[config.mk]
export PLATFORM = sky130hd
export DESIGN_NAME = mmio_responder
export DESIGN_NICKNAME = d
export VERILOG_FILES = /design/src/rtl/mmio_responder.sv
export SDC_FILE = /design/constraint.sdc
export NUM_CORES = 1
export LEC_CHECK = 0
export CAP_MARGIN = 20
export CORE_ASPECT_RATIO = 1.5
export CORE_UTILIZATION = 55
export CTS_CLUSTER_SIZE = 24
export DETAILED_ROUTE_END_ITERATION = 16
export MAX_ROUTING_LAYER = met4
export PLACE_DENSITY = 0.85
export SLEW_MARGIN = 20
export SYNTH_ARGS = -nofsm -noshare
export SYNTH_HDL_FRONTEND = slang
export SYNTH_SLANG_ARGS = --single-unit
[constraint.sdc]
create_clock -name clock -period 5.3 [get_ports clock]
set_input_delay 1.06 -clock clock [delete_from_list [all_inputs] [get_ports clock]]
set_output_delay 1.06 -clock clock [all_outputs]
set_load 0.01 [all_outputs]
[src/rtl/mmio_responder.sv]
// PSL MMIO slave: AFU descriptor (config) reads plus a small problem-state register file.
// One request in flight, acked two cycles after mmval, odd parity on every returned word.
module mmio_responder #(
  parameter int unsigned NUM_REGS = 4,
  parameter logic [15:0] REQ_PROG = 16'h8010
) (
  input  logic                   clock,
  input  logic                   reset,
  input  logic                   parity_enabled,
  input  logic [93:0]            mmio_in,
  output logic [65:0]            mmio_out,
  output logic [0:NUM_REGS*64-1] regs_out,
  output logic                   parity_error
);
  localparam int unsigned DW = 64;
  localparam int unsigned HW = 32;
  localparam int unsigned AW = 24;
  localparam int unsigned IW = AW - 1;
  localparam logic [DW-1:0] CFG_DW0 = {16'd0, 16'd1, 16'd0, REQ_PROG};

  typedef enum logic [1:0] {S_IDLE, S_DECODE, S_ACK} state_t;

  logic          w_val, w_cfg, w_rnw, w_dw, w_adpar, w_unused_datapar;
  logic [AW-1:0] w_ad;
  logic [DW-1:0] w_wdata;

  // Request bus unpack; incoming data parity is deliberately not checked.
  assign {w_val, w_cfg, w_rnw, w_dw, w_ad, w_adpar, w_wdata, w_unused_datapar} = mmio_in;

  state_t        r_state;
  logic          r_cfg, r_rnw, r_dw, r_bad;
  logic [AW-1:0] r_ad;
  logic [DW-1:0] r_wdata;
  logic          r_ack, r_rpar, r_perr;
  logic [DW-1:0] r_rdata;
  logic [DW-1:0] r_regs [NUM_REGS];

  logic [IW-1:0] w_idx;
  logic          w_lo;
  logic [DW-1:0] w_dword, w_rdata;
  logic [HW-1:0] w_word;

  assign w_idx = r_ad[AW-1:1];
  assign w_lo  = r_ad[0];

  // Addressed dword: descriptor dword 0 in config space, register file otherwise, zero if unmapped.
  always_comb begin
    w_dword = '0;
    if (r_cfg) begin
      if (w_idx == '0) w_dword = CFG_DW0;
    end else begin
      for (int unsigned i = 0; i < NUM_REGS; i++) begin
        if (w_idx == IW'(i)) w_dword = r_regs[i];
      end
    end
  end

  assign w_word  = w_lo ? w_dword[HW-1:0] : w_dword[DW-1:HW];
  assign w_rdata = r_bad ? '1 : (r_dw ? w_dword : {w_word, w_word});

  always_ff @(posedge clock) begin
    if (reset) begin
      r_state <= S_IDLE;
      r_cfg   <= 1'b0;
      r_rnw   <= 1'b0;
      r_dw    <= 1'b0;
      r_bad   <= 1'b0;
      r_ad    <= '0;
      r_wdata <= '0;
      r_ack   <= 1'b0;
      r_rdata <= '0;
      r_rpar  <= 1'b1;
      r_perr  <= 1'b0;
      for (int unsigned i = 0; i < NUM_REGS; i++) r_regs[i] <= '0;
    end else begin
      case (r_state)
        S_IDLE: begin
          if (w_val) begin
            r_cfg   <= w_cfg;
            r_rnw   <= w_rnw;
            r_dw    <= w_dw;
            r_ad    <= w_ad;
            r_wdata <= w_wdata;
            r_bad   <= parity_enabled & ~(^{w_ad, w_adpar});
            r_state <= S_DECODE;
          end
        end
        S_DECODE: begin
          r_state <= S_ACK;
          r_ack   <= 1'b1;
          if (r_rnw) begin
            r_rdata <= w_rdata;
            r_rpar  <= ~^w_rdata;
          end
          // A bad address parity blocks the write but the access is still acked.
          if (r_bad) begin
            r_perr <= 1'b1;
          end else if (!r_rnw && !r_cfg) begin
            for (int unsigned i = 0; i < NUM_REGS; i++) begin
              if (w_idx == IW'(i)) begin
                if (r_dw)      r_regs[i]          <= r_wdata;
                else if (w_lo) r_regs[i][HW-1:0]  <= r_wdata[HW-1:0];
                else           r_regs[i][DW-1:HW] <= r_wdata[HW-1:0];
              end
            end
          end
        end
        S_ACK: begin
          r_state <= S_IDLE;
          r_ack   <= 1'b0;
          r_rdata <= '0;
          r_rpar  <= 1'b1;
        end
        default: r_state <= S_IDLE;
      endcase
    end
  end

  assign mmio_out     = {r_ack, r_rdata, r_rpar};
  assign parity_error = r_perr;

  for (genvar g = 0; g < NUM_REGS; g++) begin : g_regs
    assign regs_out[g*DW +: DW] = r_regs[g];
  end
endmodule

Yosys cells after proc, flatten, opt, wreduce, memory -nomap -nowiden
Memories as Yosys holds them, arrays and structs flattened. Index checks and enable logic that the tools add are counted.

Output and inout bits: 323. Bits in read-only memories: 0. Latch bits: 0. Register bits: 161. Input bits: 97. Logic and storage cells: 151. Memories kept: 1. Bits in writable memories: 256.

Shift operators: 0. Div/mod/pow operators: 0. Bitwise gates (word level): 14. Reductions and logical operators: 11. Muxes and demuxes: 107. $lt $le $gt $ge: 0. $add $sub $neg: 0. Multipliers: 0. Equal/unequal tests: 7.

Memory list: r_regs (words 4, bits a word 64, rd ports 4, clocked after memory_dff 0, write ports 4, RTL line 36) `logic [DW-1:0] r_regs [NUM_REGS];`.

Operator list (number): $mux W64 (12); $mux W32 (9); $pmux W64 S2 (1); $mux W1 (80); $reduce_xnor A64 Y1 (1); $eq A23 B2 Y1 const B (2); $mux W33 (1); $reduce_xor A25 Y1 (1); $eq A23 B1 Y1 const B (1); $logic_not A23 Y1 (1); $or A1 B1 Y1 (12); $reduce_and A2 Y1 (3); $ne A2 B2 Y1 const B (2); $pmux W1 S2 (2); $pmux W2 S2 (1); $eq A2 B1 Y1 const B (1); $eq A2 B2 Y1 const B (1); $logic_not A1 Y1 (2); $logic_not A2 Y1 (1); $mux W2 (1); $reduce_bool A2 Y1 (1); $and A1 B1 Y1 (1); $logic_and A1 B1 Y1 (1); $not A1 Y1 (1).

Depth between registers and ports, before layout
Gate-level depths: netlist of the first run.

Depth in word-level cells: 12. Depth in mapped cells: 17. Depth with buffers taken out: 12.

Worst setup path after synthesis of the first run
OpenSTA, ideal clock, no wires.

Path type: reg-to-reg. From: reg r_ad[3]. To: reg r_rpar. Period minus slack after synthesis: 3.355 ns. Required time: 5.225 ns. Setup slack: 1.945 ns. Stages on the path, launching flop included: 15. Data arrival time: 3.279 ns. Buffers on the path: 3. Setup time: 0.075 ns. Cell sequence: dfxtp_1 buf_4 nor4b_4 buf_6 buf_6 a22oi_1 o311a_1 or3_1 a21oi_1 xor2_1 xnor2_1 xnor3_1 xnor2_1 xnor3_1 a22oi_2.

Cells in the longest elaborated chain, start to end: 12. Elaborated cells between the ends (all ways): 16. Those cells by class: 3 x eq/ne; 11 x mux; 2 x reduce/logical.

Ends and longest elaborated chain: start, declared (RTL line 32) `logic [AW-1:0] r_ad;`; start signal, assigned (RTL line 82) `r_ad <= w_ad;`; $logic_not A23 Y1 (RTL line 50, 53); $mux W64 (4 in series) (RTL line 53) `if (w_idx == IW'(i)) w_dword = r_regs[i];`; $mux W64 (*) (RTL line 49) `if (r_cfg) begin`; $mux W32 (RTL line 58) `assign w_word = w_lo ? w_dword[HW-1:0] : w_dword[DW-1:HW];`; $mux W64 (*) (2 in series) (RTL line 59) `assign w_rdata = r_bad ? '1 : (r_dw ? w_dword : {w_word, w_word});`; $reduce_xnor A64 Y1 (*) (RTL line 93) `r_rpar <= ~^w_rdata;`; $mux W1 (*) (RTL line 91) `if (r_rnw) begin`; $pmux W1 S2 (*) (RTL line 76) `case (r_state)`; end signal, assigned (RTL line 93); end, declared (RTL line 34) `logic r_ack, r_rpar, r_perr;`.

Mark *: on every way between the ends. The rest lies on a longest branch, timed or not. The select of a mux whose other input is x is not followed. A chain may end at the register's enable or synchronous reset.

Worst setup path after layout of the first run
From: reg r_ad[1]. To: reg r_rpar.

The elaborated chain is that of the path after synthesis.

==> results.md, run 1 <==
| Quantity | Value | Unit |
|---|---|---|
| Utilization after layout | 0.7159 | - |
| Max Clock Freq | 0.2113 | GHz |
| Average instance area after synthesis | 9.814 | um^2 |
| Worst Hold Path Cells | 2 | - |
| Clock net sink count | 417 | - |
| Wirelength per Cell | 27.12 | um |
| Routed wire length | 79.54 | mm |
| Cell variety after synth | 83 | - |
| Critical path class | reg2reg | - |
| Chip width | 159.4 | um |
| Met3 layer usage reported by global route | 0.07752 | - |
| 1st-pass router iterations | 7 | - |
| Die extent in y | 238.1 | um |
| Required time at the worst-slack endpoint | 5780 | ps |
| Worst-margin pin slew | 1198 | ps |
| Root Driver | sky130_fd_sc_hd__clkbuf_16 | - |
| Detail-routed via count per cell | 6.481 | - |
| Most common cell in the netlist | sky130_fd_sc_hd__nand2_1 | - |
| Fraction of layout cells with a size suffix above 1 | 0.07840 | - |
| Post-synthesis instance total | 2083 | - |
| Met1 usage | 0.5022 | - |
| Critical path data arrival time | 5210 | ps |
| Buffer levels on the longest clock path | 3 | - |
| Number of antenna violations at the first check in global routing | 1 | - |
| Post-CTS setup buffer count | 0 | - |
| Number of global-route vias before repair | 17750 | - |
| CORE AREA | 0.03669 | mm^2 |
| Leading cell types by count after synthesis | sky130_fd_sc_hd__nand2_1, sky130_fd_sc_hd__edfxtp_1, sky130_fd_sc_hd__a21oi_1 | - |
| Yosys warning count | 0 | - |
| Hold-fix buffer count after cts | 0 | - |
| Count of unresolved DRC violations after routing | 0 | - |
| Global-route wire length before repair | 115.0 | mm |
| Worst setup slack for register-to-register paths | 570 | ps |
| CP endpoint kind | register | - |
| Largest cells by area after synthesis | sky130_fd_sc_hd__edfxtp_1, sky130_fd_sc_hd__dfxtp_1, sky130_fd_sc_hd__nand2_1 | - |
| Total number of vias | 19010 | - |
| Area of combinational cells with multiple inputs | 0.008750 | mm^2 |
| # Max-Cap Violations | 0 | - |
| Number of flip-flops and latches in the synthesized netlist | 417 | - |
| Routing layer with the top usage in global route | met2 | - |
| Die area | 0.03796 | mm^2 |
| GRT Util Overall | 0.4246 | - |
| R2R cell count | 12 | - |
| Number of DRC markers after the initial detailed-route iteration | 3001 | - |
| Ant. Diodes | 0 | - |
| Final period util | 0.8929 | - |
| Clock transition at path regs | 60 | ps |
| Remaining global-route overflow | 0 | - |
| Post-DRT Antenna Nets | 0 | - |
| Synthesis-to-layout area growth | 28.50 | % |
| Io pins | 420 | - |
| Count of flip-flops with a built-in enable after synthesis | 256 | - |
| Worst skew pair latency | 560 | ps |
| Primary FF master, synth | sky130_fd_sc_hd__edfxtp_1 | - |
| Share of the yosys chip area belonging to registers | 0.5337 | - |
| Setup repair after global routing missed its margin | false | - |
| Area taken by flip-flops and latches | 0.01091 | mm^2 |
| Final-layout setup total negative slack | 0 | ps |
| Total count of hold-check failures in the final report | 0 | - |
| Startpoint Class | register | - |
| Cell area after synthesis | 0.02044 | mm^2 |
| Worst slew slack as a fraction of its limit | 0.2003 | - |
| Quantity of I/O buffers inserted on ports | 418 | - |
| Effective utilization at floorplan | 0.5571 | - |
| Fraction of post-synthesis cell area in the top cell type by area | 0.3761 | - |
| Worst hold path class | reg2reg | - |
| Pin count of the biggest net entering global routing | 89 | - |
| Clock tree from TritonCTS | built | - |
| Post-Syn Nets | 2184 | - |
| Layout Skew | 16.98 | ps |
| Clock period minus final worst setup slack | 4732 | ps |
| Final Max Tran Viols | 0 | - |
| Fraction of registers with async set/reset | 0 | - |
| Layout filler cell count | 2668 | - |
| TritonCTS Buffers | 40 | - |
| Detailed placement HPWL | 57.16 | mm |
| Largest area contributor in the netlist | sky130_fd_sc_hd__edfxtp_1 | - |
| Layout Nets | 2518 | - |
| Maximum net fanout on the critical path | 27 | - |
| Post-CTS Resized | 0 | - |
| Finish-stage setup viols | 0 | - |
| CTS H-tree lvls | 2 | - |
| Final weighted congestion in routability-driven placement | 1.010 | - |
| Leakage Power | 9.222 | nW |
| Number of placement rows | 86 | - |
| Total power divided by cell area | 322.2 | mW/mm^2 |
| VDD IR-drop max | 0.2252 | mV |
| Routing usage on met2 | 0.6786 | - |
| Result of the run | finished clean | - |
sequential cells by signal (all words and copies together), names as in the netlist:
signal        cells
r_regs          256
r_rdata          64
r_wdata          64
r_ad             24
r_state           2
parity_error      1
r_ack             1
r_bad             1
r_cfg             1
r_dw              1
r_rnw             1
r_rpar            1
power by group:
group / switching, mW / internal [mW]
Combinational: 1.08 / 0.681
Sequential: 0.229 / 3.59
Clock: 1.26 / 1.62
Total: 2.57 / 5.90
routing by layer:
metal,vias up,share of wire
li1,8142,-
met1,8948,0.33
met2,1613,0.47
met3,305,0.12
met4,0,0.069
met5,-,0
path summary, 6_finish.rpt:
| check | start | endpoint |
|---|---|---|
| worst min-delay path | r_rdata[18] | r_rdata[18] |
| worst max-delay path | r_ad[1] | r_rpar |
| worst max register to register | r_ad[1] | r_rpar |
| worst min register to register | r_rdata[18] | r_rdata[18] |
final cells by class:
class,count,area share
Sequential cell,417,0.4154
Clock inverter,17,0.004049
Tap cell,484,0.02305
Multi-Input combinational cell,1473,0.3331
Inverter,6,0.0008574
Timing Repair Buffer,479,0.1771
Clock buffer,57,0.04644
through the flow:
step	area [um^2]	instances	hold slack (ps)	setup WS, ps	total power, mW
6_report	26270	2933	448.9	567.8	8.464
5_1_grt	26270	2933	466.1	417.0	8.676
4_1_cts	26260	2933	453.5	692.6	8.394
3_5_place_dp	24940	2859	445.5	695.6	5.578
3_3_place_gp	24940	2859	439.9	735.4	5.543
2_1_floorplan	20440	2083	436.0	1945	4.858
cell families (layout without fill, tap and decap cells):
kind of cell | Yosys count | in the layout | share of synthesized area
compound gates | 537 | 537 | 0.1765
xor+xnor | 78 | 78 | 0.03783
fa+ha+maj | 4 | 4 | 0.002448
buf+inv | 193 | 559 | 0.04089
flops | 417 | 417 | 0.5337
mux | 44 | 44 | 0.02197
simple gates | 810 | 810 | 0.1867
critical path: stages, from the launching register on:
cell	delay, ps
sky130_fd_sc_hd__dfxtp_1	880
sky130_fd_sc_hd__nor4_4	120
sky130_fd_sc_hd__buf_4	300
sky130_fd_sc_hd__a221oi_1	880
sky130_fd_sc_hd__a2111oi_0	170
sky130_fd_sc_hd__nor3_1	770
sky130_fd_sc_hd__o211ai_1	200
sky130_fd_sc_hd__a21o_1	230
sky130_fd_sc_hd__a211o_1	290
sky130_fd_sc_hd__a21oi_1	230
sky130_fd_sc_hd__xnor2_1	160
sky130_fd_sc_hd__xnor3_1	260
sky130_fd_sc_hd__a22oi_2	150
placed cells by master, fill, tap and decap left out, types with 8 or more instances in the layout:
master                            count
sky130_fd_sc_hd__clkdlybuf4s50_1    417
sky130_fd_sc_hd__nand2_1            334
sky130_fd_sc_hd__edfxtp_1           256
sky130_fd_sc_hd__a21oi_1            205
sky130_fd_sc_hd__nor2_1             191
sky130_fd_sc_hd__dfxtp_1            160
sky130_fd_sc_hd__and2_1             132
sky130_fd_sc_hd__o21ai_0             73
sky130_fd_sc_hd__a22o_1              71
sky130_fd_sc_hd__buf_4               61
sky130_fd_sc_hd__a22oi_1             52
sky130_fd_sc_hd__xnor2_1             50
sky130_fd_sc_hd__clkbuf_16           44
sky130_fd_sc_hd__mux2i_1             36
sky130_fd_sc_hd__nor3_1              31
sky130_fd_sc_hd__nand3_1             30
sky130_fd_sc_hd__xor2_1              21
sky130_fd_sc_hd__o2111ai_1           18
sky130_fd_sc_hd__a222oi_1            15
sky130_fd_sc_hd__o211ai_1            15
sky130_fd_sc_hd__nand2b_1            12
sky130_fd_sc_hd__or3_1               12
sky130_fd_sc_hd__clkinv_2            10
sky130_fd_sc_hd__or2_2                9
sky130_fd_sc_hd__nor4_1               8
sky130_fd_sc_hd__a211oi_1             8
sky130_fd_sc_hd__o2111a_1             8
Note: power is estimated with default switching activity, not from simulation.
==> run 2, diff against run 1 <==
- CORE_ASPECT_RATIO: 1.5 -> default
==> results.md, run 2 (same netlist as run 1, synthesis figures left out) <==
| Quantity | Value | Unit |
|---|---|---|
| Maximum net fanout on the critical path | 15 | - |
| Layout Nets | 2515 | - |
| VDD IR-drop max | 0.2448 | mV |
| Clock tree from TritonCTS | built | - |
| Worst-margin pin slew | 1193 | ps |
| Worst hold path class | reg2reg | - |
| Remaining global-route overflow | 0 | - |
| Utilization after layout | 0.7202 | - |
| Root Driver | sky130_fd_sc_hd__clkbuf_16 | - |
| Io pins | 420 | - |
| Max Clock Freq | 0.2199 | GHz |
| Hold-fix buffer count after cts | 0 | - |
| Number of placement rows | 70 | - |
| Total count of hold-check failures in the final report | 0 | - |
| Post-CTS Resized | 0 | - |
| Clock transition at path regs | 60 | ps |
| Clock period minus final worst setup slack | 4547 | ps |
| Effective utilization at floorplan | 0.5584 | - |
| Post-DRT Antenna Nets | 0 | - |
| Post-detailed-placement cell area | 0.02489 | mm^2 |
| Count of unresolved DRC violations after routing | 0 | - |
| Final weighted congestion in routability-driven placement | 1.028 | - |
| FF-to-FF End | r_rpar | - |
| Worst skew pair latency | 560 | ps |
| Setup repair after global routing missed its margin | false | - |
| Biggest regs | r_regs (256), r_rdata (64), r_wdata (64) | - |
| Most common cell after layout, fill and taps aside | sky130_fd_sc_hd__clkdlybuf4s50_1 | - |
| # Max-Cap Violations | 0 | - |
| FF-to-FF Start | r_ad[2] | - |
| Global-route wire length before repair | 118.6 | mm |
| Slowest-stage cell, CP | sky130_fd_sc_hd__dfxtp_1 | - |
| R2R cell count | 12 | - |
| Chain of cells forming the critical path | nand4bb_2, nor2_1, nand4_2, o311a_1, or3_1, a21oi_1, xor2_1, xnor2_1, xnor3_1, xnor2_1, xnor3_1, a22oi_2 | - |
| TritonCTS Buffers | 42 | - |
| Final-layout setup total negative slack | 0 | ps |
| Required time at the worst-slack endpoint | 5780 | ps |
| Fraction of layout cells with a size suffix above 1 | 0.07642 | - |
| Leakage Power | 9.255 | nW |
| Number of global-route vias before repair | 18120 | - |
| Highest-count cells in the layout ignoring fill and taps | sky130_fd_sc_hd__clkdlybuf4s50_1, sky130_fd_sc_hd__nand2_1, sky130_fd_sc_hd__edfxtp_1, sky130_fd_sc_hd__a21oi_1, sky130_fd_sc_hd__nor2_1 | - |
| Critical path class | reg2reg | - |
| Die extent in y | 194.8 | um |
| Final period util | 0.8579 | - |
| Reg with most FFs | r_regs | - |
| Routed wire length | 82.18 | mm |
| Largest stage delay on the critical path | 590 | ps |
| Critical path data arrival time | 5020 | ps |
| Quantity of I/O buffers inserted on ports | 418 | - |
| Buffer levels on the longest clock path | 3 | - |
| Result of the run | finished clean | - |
| CP endpoint kind | register | - |
| Pin count of the biggest net entering global routing | 95 | - |
| Detail-routed via count per cell | 6.598 | - |
| Worst setup slack for register-to-register paths | 750 | ps |
| Clock net sink count | 417 | - |
| Worst slew slack as a fraction of its limit | 0.2049 | - |
| Post-CTS setup buffer count | 0 | - |
| Total power divided by cell area | 331.4 | mW/mm^2 |
| Final Worst Setup Slack | 752.9 | ps |
| Layout Skew | 19.54 | ps |
| Post-route cell area | 0.02637 | mm^2 |
| Startpoint Class | register | - |
| Launch point of the critical path | r_ad[2] | - |
| Synthesis-to-layout area growth | 28.99 | % |
| Placement Setup Slack | 912.7 | ps |
| GRT Util Overall | 0.4374 | - |
| Finish-stage setup viols | 0 | - |
| Die area | 0.03794 | mm^2 |
| Number of antenna violations at the first check in global routing | 4 | - |
| Total number of vias | 19250 | - |
| Detailed placement HPWL | 56.30 | mm |
| Final Max Tran Viols | 0 | - |
| Chip width | 194.8 | um |
| Layout filler cell count | 2635 | - |
| Number of flip-flops under the largest register name | 256 | - |
| Wirelength per Cell | 28.16 | um |
| Setup crit end | r_rpar | - |
| CORE AREA | 0.03661 | mm^2 |
| Worst Hold Slack | 451.7 | ps |
| CTS H-tree lvls | 2 | - |
| Number of DRC markers after the initial detailed-route iteration | 3008 | - |
| 1st-pass router iterations | 9 | - |
==> run 2: cell type report <==
class | instances | area (um^2) | share of cell area
clock buffer | 67 | 1351 | 0.05125
antenna | 3 | 7.507 | 0.0002847
sequential | 417 | 10910 | 0.4138
timing repair buffer | 474 | 4618 | 0.1751
inverter | 6 | 22.52 | 0.0008541
tap | 468 | 585.6 | 0.02221
multi-input combinational | 1473 | 8770 | 0.3326
clock inverter | 10 | 101.3 | 0.003844
==> run 2: stage by stage <==
stage	total power [mW]	cells
after detailed placement	5.592	2838
final	8.738	2918
after floorplan	4.858	2083
after CTS	8.628	2915
after global placement	5.559	2837
after global routing	8.928	2918
==> run 2: worst min-delay path by stage <==
stage | depth (start not counted) | slack (ps) | startpoint | end
2_1_floorplan | 2 | 440 | r_ad[22] | r_ad[22]
3_3_place_gp | 2 | 440 | r_rdata[5] | r_rdata[5]
3_5_place_dp | 2 | 440 | r_rdata[17] | r_rdata[17]
4_1_cts | 2 | 450 | r_rdata[17] | r_rdata[17]
5_1_grt | 2 | 470 | r_rdata[5] | r_rdata[5]
6_report | 2 | 450 | r_rdata[17] | r_rdata[17]
==> run 2: worst max-delay path, delay by kind of cell (launching register included) <==
| family | cells | cell delay (ps) |
|---|---|---|
| flip-flops | 1 | 590 |
| AO/OA/AOI/OAI | 3 | 870 |
| XOR/XNOR | 5 | 1260 |
| AND/OR/NAND/NOR | 4 | 1750 |
==> run 2: per-layer routing <==
layer / global-route usage / up-vias / wire length, um
met3: 0.1435 / 322 / 12390
met2: 0.6465 / 1697 / 36630
met5: - / - / 0
met4: 0.2041 / 0 / 4354
li1: - / 8148 / -
met1: 0.5430 / 9086 / 28800
==> run 2: power by group <==
part,switching (mW),total [mW],internal (mW)
Clock,1.31,3.12,1.81
Combinational,1.13,1.81,0.681
Sequential,0.217,3.81,3.59
